File: src/rtl/cla8_serial_word_adder.sv
// cla8_serial_word_adder
// Byte-serial front end for a multi-byte add built on an 8-bit carry-lookahead
// slice. Operand byte pairs arrive LSB first. Each accepted pair is summed with
// the registered inter-byte carry, and the byte sum goes to a one-deep output
// register.
//
// Ports:
//   clk, rst            rising-edge clock, synchronous active-high reset
//   start, cin          begin a new addition (IDLE only) and its carry-in
//   in_valid/in_ready   input handshake for a_byte/b_byte
//   a_byte, b_byte      operand bytes, LSB first
//   out_valid/out_ready output handshake for sum_byte
//   sum_byte, out_last  sum byte and MS-byte marker
//   cout, ovf           carry out / signed overflow of the MS byte (valid with out_last)
//   busy, done          not-IDLE status, one-cycle completion pulse
module cla8_serial_word_adder #(
    parameter int NBYTES = 4
) (
    input  logic       clk,
    input  logic       rst,
    input  logic       start,
    input  logic       cin,
    input  logic       in_valid,
    output logic       in_ready,
    input  logic [7:0] a_byte,
    input  logic [7:0] b_byte,
    output logic       out_valid,
    input  logic       out_ready,
    output logic [7:0] sum_byte,
    output logic       out_last,
    output logic       cout,
    output logic       ovf,
    output logic       busy,
    output logic       done
);

    localparam int IDX_W = $clog2(NBYTES + 1);

    localparam logic [1:0] S_IDLE  = 2'd0;
    localparam logic [1:0] S_RUN   = 2'd1;
    localparam logic [1:0] S_DRAIN = 2'd2;

    logic [1:0]       state_q, state_d;
    logic             carry_q, carry_d;
    logic [IDX_W-1:0] idx_q, idx_d;
    logic [7:0]       sum_q, sum_d;
    logic             out_valid_q, out_valid_d;
    logic             out_last_q, out_last_d;
    logic             cout_q, cout_d;
    logic             ovf_q, ovf_d;
    logic             done_q, done_d;

    logic [7:0] p, g, sum_c;
    logic [8:0] c;
    logic       accept, xfer, is_last;

    // Output register is the only buffer: a new pair may enter only if the
    // register is empty or draining this cycle.
    assign in_ready = (state_q == S_RUN) && (!out_valid_q || out_ready);
    assign accept   = in_valid && in_ready;
    assign xfer     = out_valid_q && out_ready;
    assign is_last  = (idx_q == IDX_W'(NBYTES - 1));

    // Two-level lookahead: every carry is a sum of products taken directly from
    // p/g and carry_q, so no carry depends on another computed carry.
    always_comb begin
        logic prod;
        logic cc;
        p    = a_byte ^ b_byte;
        g    = a_byte & b_byte;
        c    = '0;
        c[0] = carry_q;
        prod = 1'b0;
        cc   = 1'b0;
        for (int i = 0; i < 8; i++) begin
            cc   = g[i];
            // carry-in propagated through p[i..0]
            prod = carry_q;
            for (int k = 0; k <= i; k++) prod = prod & p[k];
            cc = cc | prod;
            // g[j] propagated through p[i..j+1]
            for (int j = 0; j < i; j++) begin
                prod = g[j];
                for (int k = j + 1; k <= i; k++) prod = prod & p[k];
                cc = cc | prod;
            end
            c[i+1] = cc;
        end
        sum_c = p ^ c[7:0];
    end

    always_comb begin
        state_d     = state_q;
        carry_d     = carry_q;
        idx_d       = idx_q;
        sum_d       = sum_q;
        out_valid_d = out_valid_q;
        out_last_d  = out_last_q;
        cout_d      = cout_q;
        ovf_d       = ovf_q;
        done_d      = 1'b0;

        case (state_q)
            S_IDLE: begin
                if (start) begin
                    carry_d = cin;
                    idx_d   = '0;
                    state_d = S_RUN;
                end
            end
            S_RUN: begin
                if (accept) begin
                    carry_d = c[8];
                    idx_d   = idx_q + 1'b1;
                    if (is_last) state_d = S_DRAIN;
                end
            end
            S_DRAIN: begin
                if (xfer) begin
                    done_d  = 1'b1;
                    state_d = S_IDLE;
                end
            end
            default: state_d = S_IDLE;
        endcase

        // A same-cycle accept reloads the register instead of emptying it.
        if (accept) begin
            sum_d       = sum_c;
            out_valid_d = 1'b1;
            out_last_d  = is_last;
            if (is_last) begin
                cout_d = c[8];
                ovf_d  = c[8] ^ c[7];
            end
        end else if (xfer) begin
            out_valid_d = 1'b0;
        end
    end

    always_ff @(posedge clk) begin
        if (rst) begin
            state_q     <= S_IDLE;
            carry_q     <= 1'b0;
            idx_q       <= '0;
            sum_q       <= 8'h00;
            out_valid_q <= 1'b0;
            out_last_q  <= 1'b0;
            cout_q      <= 1'b0;
            ovf_q       <= 1'b0;
            done_q      <= 1'b0;
        end else begin
            state_q     <= state_d;
            carry_q     <= carry_d;
            idx_q       <= idx_d;
            sum_q       <= sum_d;
            out_valid_q <= out_valid_d;
            out_last_q  <= out_last_d;
            cout_q      <= cout_d;
            ovf_q       <= ovf_d;
            done_q      <= done_d;
        end
    end

    assign sum_byte  = sum_q;
    assign out_valid = out_valid_q;
    assign out_last  = out_last_q;
    assign cout      = cout_q;
    assign ovf       = ovf_q;
    assign done      = done_q;
    assign busy      = (state_q != S_IDLE);

endmodule

File: config.mk
export PLATFORM = sky130hd
export DESIGN_NAME = cla8_serial_word_adder
export DESIGN_NICKNAME = d
export VERILOG_FILES = /design/src/rtl/cla8_serial_word_adder.sv
export SDC_FILE = /design/constraint.sdc
export NUM_CORES = 1
export LEC_CHECK = 0
export ABC_AREA = 1
export BUFFER_PORTS_ARGS = -buffer_cell sky130_fd_sc_hd__clkbuf_2
export CAP_MARGIN = 20
export CELL_PAD_IN_SITES_DETAIL_PLACEMENT = 0
export CELL_PAD_IN_SITES_GLOBAL_PLACEMENT = 1
export CORE_UTILIZATION = 31
export DETAILED_ROUTE_END_ITERATION = 6
export GPL_ROUTABILITY_DRIVEN = 1
export GPL_TIMING_DRIVEN = 0
export PLACE_DENSITY_LB_ADDON = 0.15
export RECOVER_POWER = 100
export SKIP_CTS_REPAIR_TIMING = 1
export SLEW_MARGIN = 30
export SYNTH_ARGS = -nofsm -noshare
export SYNTH_HDL_FRONTEND = slang
export SYNTH_SLANG_ARGS = --single-unit
File: constraint.sdc
create_clock -name clk -period 1.7 [get_ports clk]
set_clock_uncertainty 0.2 [all_clocks]
set_input_delay 0.34 -clock clk [delete_from_list [all_inputs] [get_ports clk]]
set_output_delay 0.34 -clock clk [all_outputs]
set_load 0.005 [all_outputs]
# Yosys cells after proc, flatten, opt, wreduce, memory -nomap -nowiden
# Cells that the tools add are included.
dict set report totals {
  reg_bits 19
  input_bits 22
  output_inout_bits 15
  elab_cells 121
}
dict set report op_classes {
  add_sub_neg 1
  n_eq_ne 7
  muxes 14
  bitwise_logic 77
  n_reduce_logical 13
}
# op count
set ops {}
lappend ops {{$and A1 B1 Y1} 36}
lappend ops {{$or A1 B1 Y1} 36}
lappend ops {{$xor A8 B8 Y8} 2}
lappend ops {{$and A8 B8 Y8} 1}
lappend ops {{$mux W2} 4}
lappend ops {{$ne A2 B2 Y1 const B} 4}
lappend ops {{$mux W3} 2}
lappend ops {{$pmux W2 S3} 1}
lappend ops {{$pmux W3 S2} 1}
lappend ops {{$reduce_bool A2 Y1} 3}
lappend ops {{$mux W1} 5}
lappend ops {{$reduce_and A4 Y1} 1}
lappend ops {{$add A3 B1 Y3 const B} 1}
lappend ops {{$eq A3 B2 Y1 const B} 1}
lappend ops {{$logic_and A1 B1 Y1} 3}
lappend ops {{$reduce_and A3 Y1} 1}
lappend ops {{$eq A2 B1 Y1 const B} 1}
lappend ops {{$eq A2 B2 Y1 const B} 1}
lappend ops {{$logic_not A2 Y1} 1}
lappend ops {{$pmux W1 S2} 1}
lappend ops {{$reduce_and A2 Y1} 1}
lappend ops {{$reduce_or A2 Y1} 1}
lappend ops {{$logic_not A1 Y1} 1}
lappend ops {{$logic_or A1 B1 Y1} 1}
lappend ops {{2 further kinds} 2}

# Depth between registers and ports, before layout
# Gate-level depths: netlist (run 1).
dict set report depth {
  word_depth 19
  mapped_depth 13
  depth_no_buf 13
}

# Least setup slack after synthesis (run 1)
# Ideal clock, no wire load.
dict set report synth_timing {
  kind {in2reg}
  startpoint {input port a_byte[5]}
  endpoint {register cout_q, in the netlist cout}
  arrival_time_ns 1.565
  setup_slack_ns -0.180
  path_stages 12
  path_buffers 0
  cell_sequence {ha_1 -> or2_0 -> nand2_1 -> nand2_1 -> nor2_1 -> nand2_1 -> nand2_1 -> nand2_1 -> nand2_1 -> nand2_1 -> o21ai_0 -> inv_1}
}
dict set report synth_via {
  elab_chain_len 12
  word_cells_on_any_way 30
  cone_classes {bitwise: 30}
}
# element line_no
set synth_rtl {}
lappend synth_rtl {{start, declared} 25} ;# input logic [7:0] a_byte,
lappend synth_rtl {{$xor A8 B8 Y8} 69} ;# p = a_byte ^ b_byte;
lappend synth_rtl {{$and A1 B1 Y1 (3 in a row)} 79} ;# for (int k = 0; k <= i; k++) prod = prod & p[k];
lappend synth_rtl {{$or A1 B1 Y1} 80} ;# cc = cc | prod;
lappend synth_rtl {{$or A1 B1 Y1 (5 in a row)} 85} ;# cc = cc | prod;
lappend synth_rtl {{$or A1 B1 Y1 (*) (2 in a row)} 85}
lappend synth_rtl {{end signal, assigned} 159} ;# cout_q <= cout_d;
lappend synth_rtl {{end, declared} 49} ;# logic cout_q, cout_d;
# Mark *: on every way between the ends. The rest lies on a longest branch, timed or not.
# A chain may end at the register's enable or synchronous reset.

# Worst setup path after layout (run 1)
dict set report layout_timing {
  startpoint {register state_q[0]}
  endpoint {output port in_ready}
}
dict set report layout_via {
  elab_chain_len 2
}
# element line_no
set layout_rtl {}
lappend layout_rtl {{start, declared} 43} ;# logic [1:0] state_q, state_d;
lappend layout_rtl {{start signal, assigned} 153} ;# state_q <= state_d;
lappend layout_rtl {{$eq A2 B1 Y1} 59} ;# assign in_ready = (state_q == S_RUN) && (!out_valid_q || out_ready);
lappend layout_rtl {{$logic_and A1 B1 Y1} 59}
lappend layout_rtl {{end, declared} 24} ;# output logic in_ready,
# Every way passes these cells.

==> results of run 1 <==
## worst max path at each step
stage | from | end | slack (ns) | cells after the start
2_1_floorplan | b_byte[0] | sum_byte[7] | -0.12 | 12
3_3_place_gp | a_byte[0] | sum_byte[7] | -0.43 | 13
3_5_place_dp | b_byte[0] | sum_byte[7] | -0.44 | 13
4_1_cts | carry_q | sum_byte[7] | -0.19 | 11
5_1_grt | a_byte[0] | sum_byte[7] | -0.13 | 13
6_report | state_q[0] | in_ready | 0.001 | 5
## per-stage QoR
| stage | std cells | total power, uW |
|---|---|---|
| final | 251 | 1290 |
| after global routing | 251 | 1370 |
| after CTS | 241 | 1190 |
| after detailed placement | 237 | 868 |
| after global placement | 237 | 862 |
| after floorplan | 155 | 755 |
## worst max-delay path, cell delays in order, from the launching register on
cell and delay, ns:
dfxtp_4 0.37, inv_4 0.05, nor2_4 0.12, inv_2 0.07, a21oi_4 0.15, clkbuf_2 0.14
## layout make-up
cell class	instances	area [sq um]	share of cell area, %
flip-flops and latches	19	385	22.5
inverters	25	101	5.93
plain buffers	2	16.3	0.952
clock buffers	4	45.0	2.64
well taps	46	57.6	3.37
multi-input cells	109	826	48.3
repair buffers	46	278	16.3
## where the power goes
part	switching, uW	leakage [uW]	total, uW	internal (uW)
sequential	26.4	0.000156	509	482
combinational	236	0.000659	456	220
clock	158	0.0000228	325	167
total	421	0.000838	1290	870
## layer usage
| metal | part of all wire [%] | up-vias | track usage [%] |
|---|---|---|---|
| met5 | 0 | - | 0 |
| met4 | 0.69 | 0 | 2.62 |
| met3 | 4.4 | 3 | 3.47 |
| met2 | 48 | 28 | 24.5 |
| met1 | 47 | 517 | 16.9 |
| li1 | - | 600 | - |
## cell usage after synthesis
library cell,count
o21a_1,3
dfxtp_1,19
or2_1,1
nand2_2,1
fa_1,1
xor2_1,2
or2_0,1
nand4_1,1
nor2_2,1
nor3_1,2
ha_1,11
nor2_1,8
a21oi_2,1
a21oi_4,1
inv_2,3
a21oi_1,16
or2_2,2
nor4_1,1
nand3_1,8
buf_2,1
inv_1,22
o211ai_1,4
nand2_4,2
o21ai_0,7
xnor2_1,2
buf_6,1
o21ai_1,2
nand2_1,31
## logic make-up after synthesis
family | share of synthesized area [%]
compound gates | 17.6
xor+xnor | 3.03
fa+ha+maj | 13.7
buf+inv | 9.53
flops | 32.9
simple gates | 23.3
==> results.py, run 1 <==
metrics = {
    "logic_synthesis": {
        "synth_area_leaders": "dfxtp_1 33%, ha_1 12%, nand2_1 10%, inv_1 7.2%, a21oi_1 6.9%",
        "yosys.area.top_type_share_pct": 32.9,
        "ys_seq_area_share_pct": 32.9,
        "avgSynthCellArea_sq_um": 7.45,
        "syn-instance-count": 155,
        "syn-num-nets": 189,
        "ys_warn_count": 0,
        "yosys.area.top_type": "dfxtp_1",
        "yosys_register_bits": 19,
        "synth.distinct_cells": 28,
        "synth_area_sq_um": 1150,
    },
    "clocking": {
        "cts.clk_slew.worst_paths_ns": 0.07,
        "clk_path_buf_depth": 2,
        "numCtsBuffers": 3,
        "cts_root_buffer": "clkbuf_8",
        "cts.sinks": 19,
        "worstSkewPairLatency_ns": 0.26,
        "htreeDepth": 1,
        "cts_tree": "yes",
    },
    "layout": {
        "largest_reg_flops": 8,
        "nFillCells": 357,
        "syn_to_final_growth_pct": 48.0,
        "layout_common_cells": "30 x clkbuf_2, 25 x nand2_1, 22 x inv_1",
        "nNetsFinal": 240,
        "layout_commonest_cell": "clkbuf_2",
        "postLayoutCoreUtil_pct": 49.7,
        "design_area_sq_um": 1710,
        "drive_gt1_share_pct": 41.5,
        "antenna_cells": 0,
    },
    "timing": {
        "rsz0062_at_grt": "yes",
        "worst_pin_slew_ns": 0.300,
        "fmax_mhz": 589,
        "hold_violations": 0,
        "slew_violations": 0,
        "finalCritPeriodShare_pct": 99.9,
        "min_period_ns": 1.70,
        "setup_tns_ns": 0,
        "setup_viol": 0,
        "relSlewSlack_pct": 80.0,
        "fin_ws_ns": 0.00122,
        "holdWs_ns": 0.143,
    },
    "global_route": {
        "grt_pass1_vias": 1070,
        "grt_overflow_total": 0,
        "grt_pass1_wl_mm": 4.44,
        "grt_usage_pct": 13.9,
        "grt_max_degree": 11,
        "antenna_found_initial": 0,
    },
    "critical_path": {
        "cp.arrival_ns": 1.16,
        "cp.required_ns": 1.16,
        "worstSetupPathType": "flip-flop to output port",
        "start_kind": "flip-flop",
        "reg2reg_slack_ns": 0.01,
        "worstReg2RegStart": "state_q[0]",
        "ff2ff_path_depth": 12,
        "r2r_end": "cout",
        "critPathCaptureType": "output port",
        "critPathMaxFanout": 4,
    },
    "place": {
        "dp_slack_ns": -0.444,
        "globalplace.congestion": 0.715,
        "place_area_sq_um": 1460,
        "hpwl_mm": 2.00,
        "portBuffers": 36,
    },
    "drt": {
        "drt_iter0_drc": 43,
        "finalWirelength_mm": 2.77,
        "wl_per_cell_um": 11.0,
        "post-route-drc-count": 0,
        "ant_nets": 0,
        "vias": 1148,
        "viasPerCell": 4.57,
        "drt_first_pass_iters": 4,
    },
    "pwr": {
        "p_leak_uw": 0.000838,
        "power_density_nw_per_um2": 755,
        "ir_drop_uv": 479,
    },
    "floorplan": {
        "num_io_pins": 37,
        "core_sq_um": 3440,
        "die_area_sq_um": 3970,
        "rows": 21,
        "die_w_um": 63.0,
        "initial_core_util_pct": 33.6,
        "fp.dieH_um": 63.0,
    },
    "flow_run": {
        "drv_cap": 0,
    },
    "worst_hold_path": {
        "hold_depth": 3,
        "hold_path_class": "primary input to flip-flop",
        "min_from": "out_ready",
        "min_to": "done",
    },
    "outcome": {
        "status": "completed",
    },
}
Note: power is estimated with default switching activity, not from simulation.
==> inputs of run 2 (changes only) <==
==> constraint.sdc (replaced) <==
create_clock -name clk -period 1.7 [get_ports clk]
set_clock_uncertainty 0.2 [all_clocks]
set_input_delay 0.255 -clock clk [delete_from_list [all_inputs] [get_ports clk]]
set_output_delay 0.255 -clock clk [all_outputs]
set_load 0.005 [all_outputs]
==> run 2 against run 1 <==
Worst setup slack better by 0.034 ns. Sequential cell count unchanged. Sequential share of layout area grew 0.22 points. Critical path depth up 6. Clock power shrank 3%. Register-to-register slack improved by 0.03 ns. Clock-buffer cell count down 1. Core utilization decreased by 0.47 points. Via count up 1.0%. Worst hold slack got worse by 0.077 ns. Fmax rose by 2.1%.
==> results.py, run 2 (synthesis gave the netlist of run 1 again) <==
metrics = {
    "floorplan": {
        "fp.dieH_um": 63.0,
        "die_w_um": 63.0,
        "core_sq_um": 3440,
        "initial_core_util_pct": 33.6,
        "num_io_pins": 37,
        "die_area_sq_um": 3970,
        "rows": 21,
    },
    "critical_path": {
        "crit_chain": "clkbuf_2 > ha_1 > inv_1 > nor3_2 > nand3_1 > nand2_2 > nand2_4 > buf_6 > nand3_2 > nand3_2 > a21oi_1",
        "worstSetupPathType": "primary input to flip-flop",
        "worst-path-buf-inv": 3,
        "cp.arrival_ns": 1.65,
        "crit_top_cell": "nand3_2",
        "critPathCaptureType": "flip-flop",
        "critPathMaxFanout": 3,
        "cp_slowest_cell": "ha_1",
        "start_kind": "primary input",
        "cp_top_family": "simple AND/OR/NAND/NOR gates",
        "slowest_delay_ns": 0.31,
        "cp.required_ns": 1.69,
    },
    "layout": {
        "stdcell_count": 250,
        "nNetsFinal": 239,
        "layout_common_cells": "28 x clkbuf_2, 25 x nand2_1, 22 x inv_1",
        "syn_to_final_growth_pct": 46.6,
        "multiInputGateArea_sq_um": 821,
        "drive_gt1_share_pct": 40.2,
        "largest_reg_flops": 8,
        "layout_commonest_cell": "clkbuf_2",
        "seq_area_sq_um": 385,
        "nFillCells": 367,
        "antenna_cells": 0,
    },
    "timing": {
        "slew_violations": 0,
        "worst_pin_slew_ns": 0.289,
        "rsz0062_at_grt": "yes",
        "min_period_ns": 1.66,
        "relSlewSlack_pct": 80.7,
        "finalCritPeriodShare_pct": 97.9,
        "fmax_mhz": 601,
        "hold_violations": 0,
        "setup_viol": 0,
    },
    "clocking": {
        "cts_tree": "yes",
        "htreeDepth": 1,
        "worstSkewPairLatency_ns": 0.25,
        "cts_root_buffer": "clkbuf_8",
        "cts.sinks": 19,
        "clk_path_buf_depth": 2,
        "cts.clk_slew.worst_paths_ns": 0.07,
        "numCtsBuffers": 3,
    },
    "worst_hold_path": {
        "hold_path_class": "primary input to flip-flop",
    },
    "drt": {
        "ant_nets": 0,
        "finalWirelength_mm": 2.72,
        "wl_per_cell_um": 10.9,
        "drt_iter0_drc": 30,
        "vias": 1160,
        "drt_first_pass_iters": 4,
        "post-route-drc-count": 0,
        "viasPerCell": 4.64,
    },
    "pwr": {
        "p_leak_uw": 0.000833,
        "power_density_nw_per_um2": 749,
        "ir_drop_uv": 405,
        "p_total_uw": 1270,
    },
    "global_route": {
        "grt_pass1_wl_mm": 4.46,
        "grt_overflow_total": 0,
        "grt_pass1_vias": 1065,
        "grt_max_degree": 12,
        "antenna_found_initial": 0,
        "grt_usage_pct": 13.9,
    },
    "outcome": {
        "status": "completed",
    },
    "flow_run": {
        "drv_cap": 0,
    },
    "place": {
        "globalplace.congestion": 0.716,
        "portBuffers": 36,
        "dp_cells": 237,
        "hpwl_mm": 2.00,
    },
}
-- run 2: through the flow --
step	hold WS [ns]	instance area, sq um	setup TNS, ns	worst slack (ns)	util (%)
floorplan	0.205	1200	-0.0409	-0.0409	-
global placement	0.252	1440	-1.72	-0.345	41.8
detailed placement	0.259	1440	-1.86	-0.362	41.8
CTS	0.0668	1490	-0.689	-0.193	43.1
global route	0.0764	1690	-0.280	-0.0794	49.2
finish	0.0663	1690	0	0.0355	49.2
-- run 2: routing by layer --
metal | track usage [%] | routed length, um | vias up
li1 | - | - | 603
met1 | 17.1 | 1220 | 531
met2 | 24.2 | 1360 | 26
met3 | 4.01 | 136 | 0
met4 | 1.74 | 0 | 0
met5 | 0 | 0 | -
-- run 2: final cells by class --
| cell class | instances | area share, % |
|---|---|---|
| multi-input cells | 109 | 48.5 |
| flip-flops and latches | 19 | 22.8 |
| repair buffers | 45 | 15.8 |
| inverters | 25 | 5.84 |
| well taps | 46 | 3.40 |
| clock buffers | 3 | 2.44 |
| plain buffers | 2 | 0.961 |
| clock inverters | 1 | 0.296 |
-- run 2: tightest hold or removal path, delay by kind of cell --
kind / cells / cell delay (ns)
AND/OR/NAND/NOR: 2 / 0.13
buffers and inverters: 1 / 0.09
-- run 2: final timing paths --
path / start / end / slack, ns / cells after the start
worst min-delay path: out_ready / done / 0.07 / 3
worst max register to register: carry_q / cout / 0.04 / 11
worst min register to register: out_last / out_last / 0.26 / 2
worst max-delay path: a_byte[2] / ovf / 0.04 / 11
-- run 2: power breakdown --
part,internal (uW),total [uW],switching (uW)
logic,212,446,234
registers,482,508,26.2
clock network,163,314,151
==> inputs of run 3 (changes only) <==
==> constraint.sdc (replaced) <==
create_clock -name clk -period 1.7 [get_ports clk]
set_clock_uncertainty 0.2 [all_clocks]
set_input_delay 0 -clock clk [delete_from_list [all_inputs] [get_ports clk]]
set_output_delay 0 -clock clk [all_outputs]
set_load 0.005 [all_outputs]
==> run 3 against run 2 <==
Sequential power hardly changed. Highest routed layer is now met4. Combinational power is 1% lower. First-iteration DRC count is 6.7% higher. Critical path type is now flip-flop to flip-flop. Worst setup slack worse by 0.019 ns. Final cell count is 0.80% higher. Via count is 0.43% higher.
==> results.py, run 3 (synthesis gave the netlist of run 1 again) <==
metrics = {
    "outcome": {
        "status": "completed",
    },
    "critical_path": {
        "cp_slowest_cell": "dfxtp_4",
        "reg2reg_slack_ns": 0.02,
        "cp.arrival_ns": 1.64,
        "slowest_delay_ns": 0.36,
        "critPathMaxFanout": 3,
        "cp.required_ns": 1.66,
        "critPathCaptureType": "flip-flop",
        "start_kind": "flip-flop",
        "worstSetupPathType": "flip-flop to flip-flop",
        "crit_chain": "ha_4 > nor2_4 > nor3_4 > nand3_1 > nand2_2 > nand2_2 > nand2_4 > xnor2_2 > nand2_1 > nand2_1 > inv_1",
    },
    "clocking": {
        "clk_path_buf_depth": 2,
        "cts_tree": "yes",
        "numCtsBuffers": 3,
        "worstSkewPairLatency_ns": 0.26,
        "cts_root_buffer": "clkbuf_8",
        "cts.clk_slew.worst_paths_ns": 0.07,
        "cts.sinks": 19,
        "htreeDepth": 1,
    },
    "floorplan": {
        "num_io_pins": 37,
        "core_sq_um": 3440,
        "die_w_um": 63.0,
        "initial_core_util_pct": 33.6,
        "rows": 21,
        "die_area_sq_um": 3970,
        "fp.dieH_um": 63.0,
    },
    "place": {
        "portBuffers": 36,
        "hpwl_mm": 2.06,
        "globalplace.congestion": 0.745,
        "place_area_sq_um": 1390,
        "dp_cells": 237,
    },
    "layout": {
        "antenna_cells": 0,
        "stdcell_count": 252,
        "syn_to_final_growth_pct": 44.3,
        "largest_reg_flops": 8,
        "drive_gt1_share_pct": 37.9,
        "nNetsFinal": 241,
        "design_area_sq_um": 1670,
        "layout_commonest_cell": "clkbuf_2",
        "nFillCells": 382,
        "layout_common_cells": "32 x clkbuf_2, 24 x nand2_1, 21 x inv_1",
    },
    "pwr": {
        "p_total_uw": 1260,
        "power_density_nw_per_um2": 755,
        "ir_drop_uv": 474,
        "p_leak_uw": 0.000830,
    },
    "global_route": {
        "grt_usage_pct": 13.8,
        "grt_pass1_wl_mm": 4.24,
        "grt_max_degree": 12,
        "antenna_found_initial": 0,
        "grt_overflow_total": 0,
        "grt_pass1_vias": 991,
    },
    "drt": {
        "drt_first_pass_iters": 4,
        "wl_per_cell_um": 10.7,
        "vias": 1165,
        "viasPerCell": 4.62,
        "ant_nets": 0,
        "post-route-drc-count": 0,
        "drt_iter0_drc": 32,
        "finalWirelength_mm": 2.70,
    },
    "timing": {
        "min_period_ns": 1.68,
        "finalCritPeriodShare_pct": 99.0,
        "setup_viol": 0,
        "rsz0062_at_grt": "yes",
        "hold_violations": 0,
        "worst_pin_slew_ns": 0.540,
        "relSlewSlack_pct": 64.0,
        "slew_violations": 0,
        "fmax_mhz": 594,
    },
    "worst_hold_path": {
        "hold_path_class": "primary input to flip-flop",
    },
    "flow_run": {
        "drv_cap": 0,
    },
}
[run 3: cell count changes in the layout (fill, tap and decap cells not counted), sizes merged]
cell and change:
buf -8, clkbuf +6, dlygate4sd3 +4
[run 3: worst max-delay path: cells and delay by family (launching register included)]
family | cells | cell delay (ns)
DFF | 1 | 0.36
adders and majority gates | 1 | 0.15
and+or+nand+nor | 8 | 0.72
buffers and inverters | 1 | 0.03
xor gates and xnor gates | 1 | 0.11
[run 3: final cells by class]
| cell class | count | area (sq um) | share of cell area (%) |
|---|---|---|---|
| clock inverter | 1 | 5.00 | 0.300 |
| tap | 46 | 57.6 | 3.45 |
| buffer | 2 | 15.0 | 0.901 |
| timing repair buffer | 47 | 268 | 16.1 |
| multi-input combinational | 109 | 793 | 47.6 |
| sequential | 19 | 385 | 23.1 |
| inverter | 25 | 101 | 6.08 |
| clock buffer | 3 | 41.3 | 2.48 |
[run 3: power breakdown]
group          switching, uW  internal [uW]
logic                    236            205
clock network            149            163
registers               24.8            482
[run 3: worst paths after layout]
path | from | cells past startpoint | end
max reg2reg | carry_q | 11 | sum_byte[7]
min reg2reg | out_last | 2 | out_last
min | b_byte[0] | 4 | sum_byte[0]
max | carry_q | 11 | sum_byte[7]
[run 3: per-layer routing]
metal | vias to the layer above | share of wire [%] | global-route usage (%)
li1 | 611 | - | -
met1 | 526 | 47 | 17.4
met2 | 26 | 47 | 22.7
met3 | 2 | 5.0 | 4.20
met4 | 0 | 0.74 | 3.49
met5 | - | 0 | 0
[run 3: through the flow]
stage                     TNS, ns  hold slack (ns)  setup WS [ns]  utilization (%)
final                           0          0.00464         0.0166             48.4
after global routing       -0.252           0.0402        -0.0739             48.4
after CTS                  -0.671           -0.201         -0.160             41.8
after detailed placement   -0.730           0.0823         -0.178             40.5
after global placement     -0.444           0.0770         -0.125             40.5
after floorplan                 0          -0.0496          0.108                -
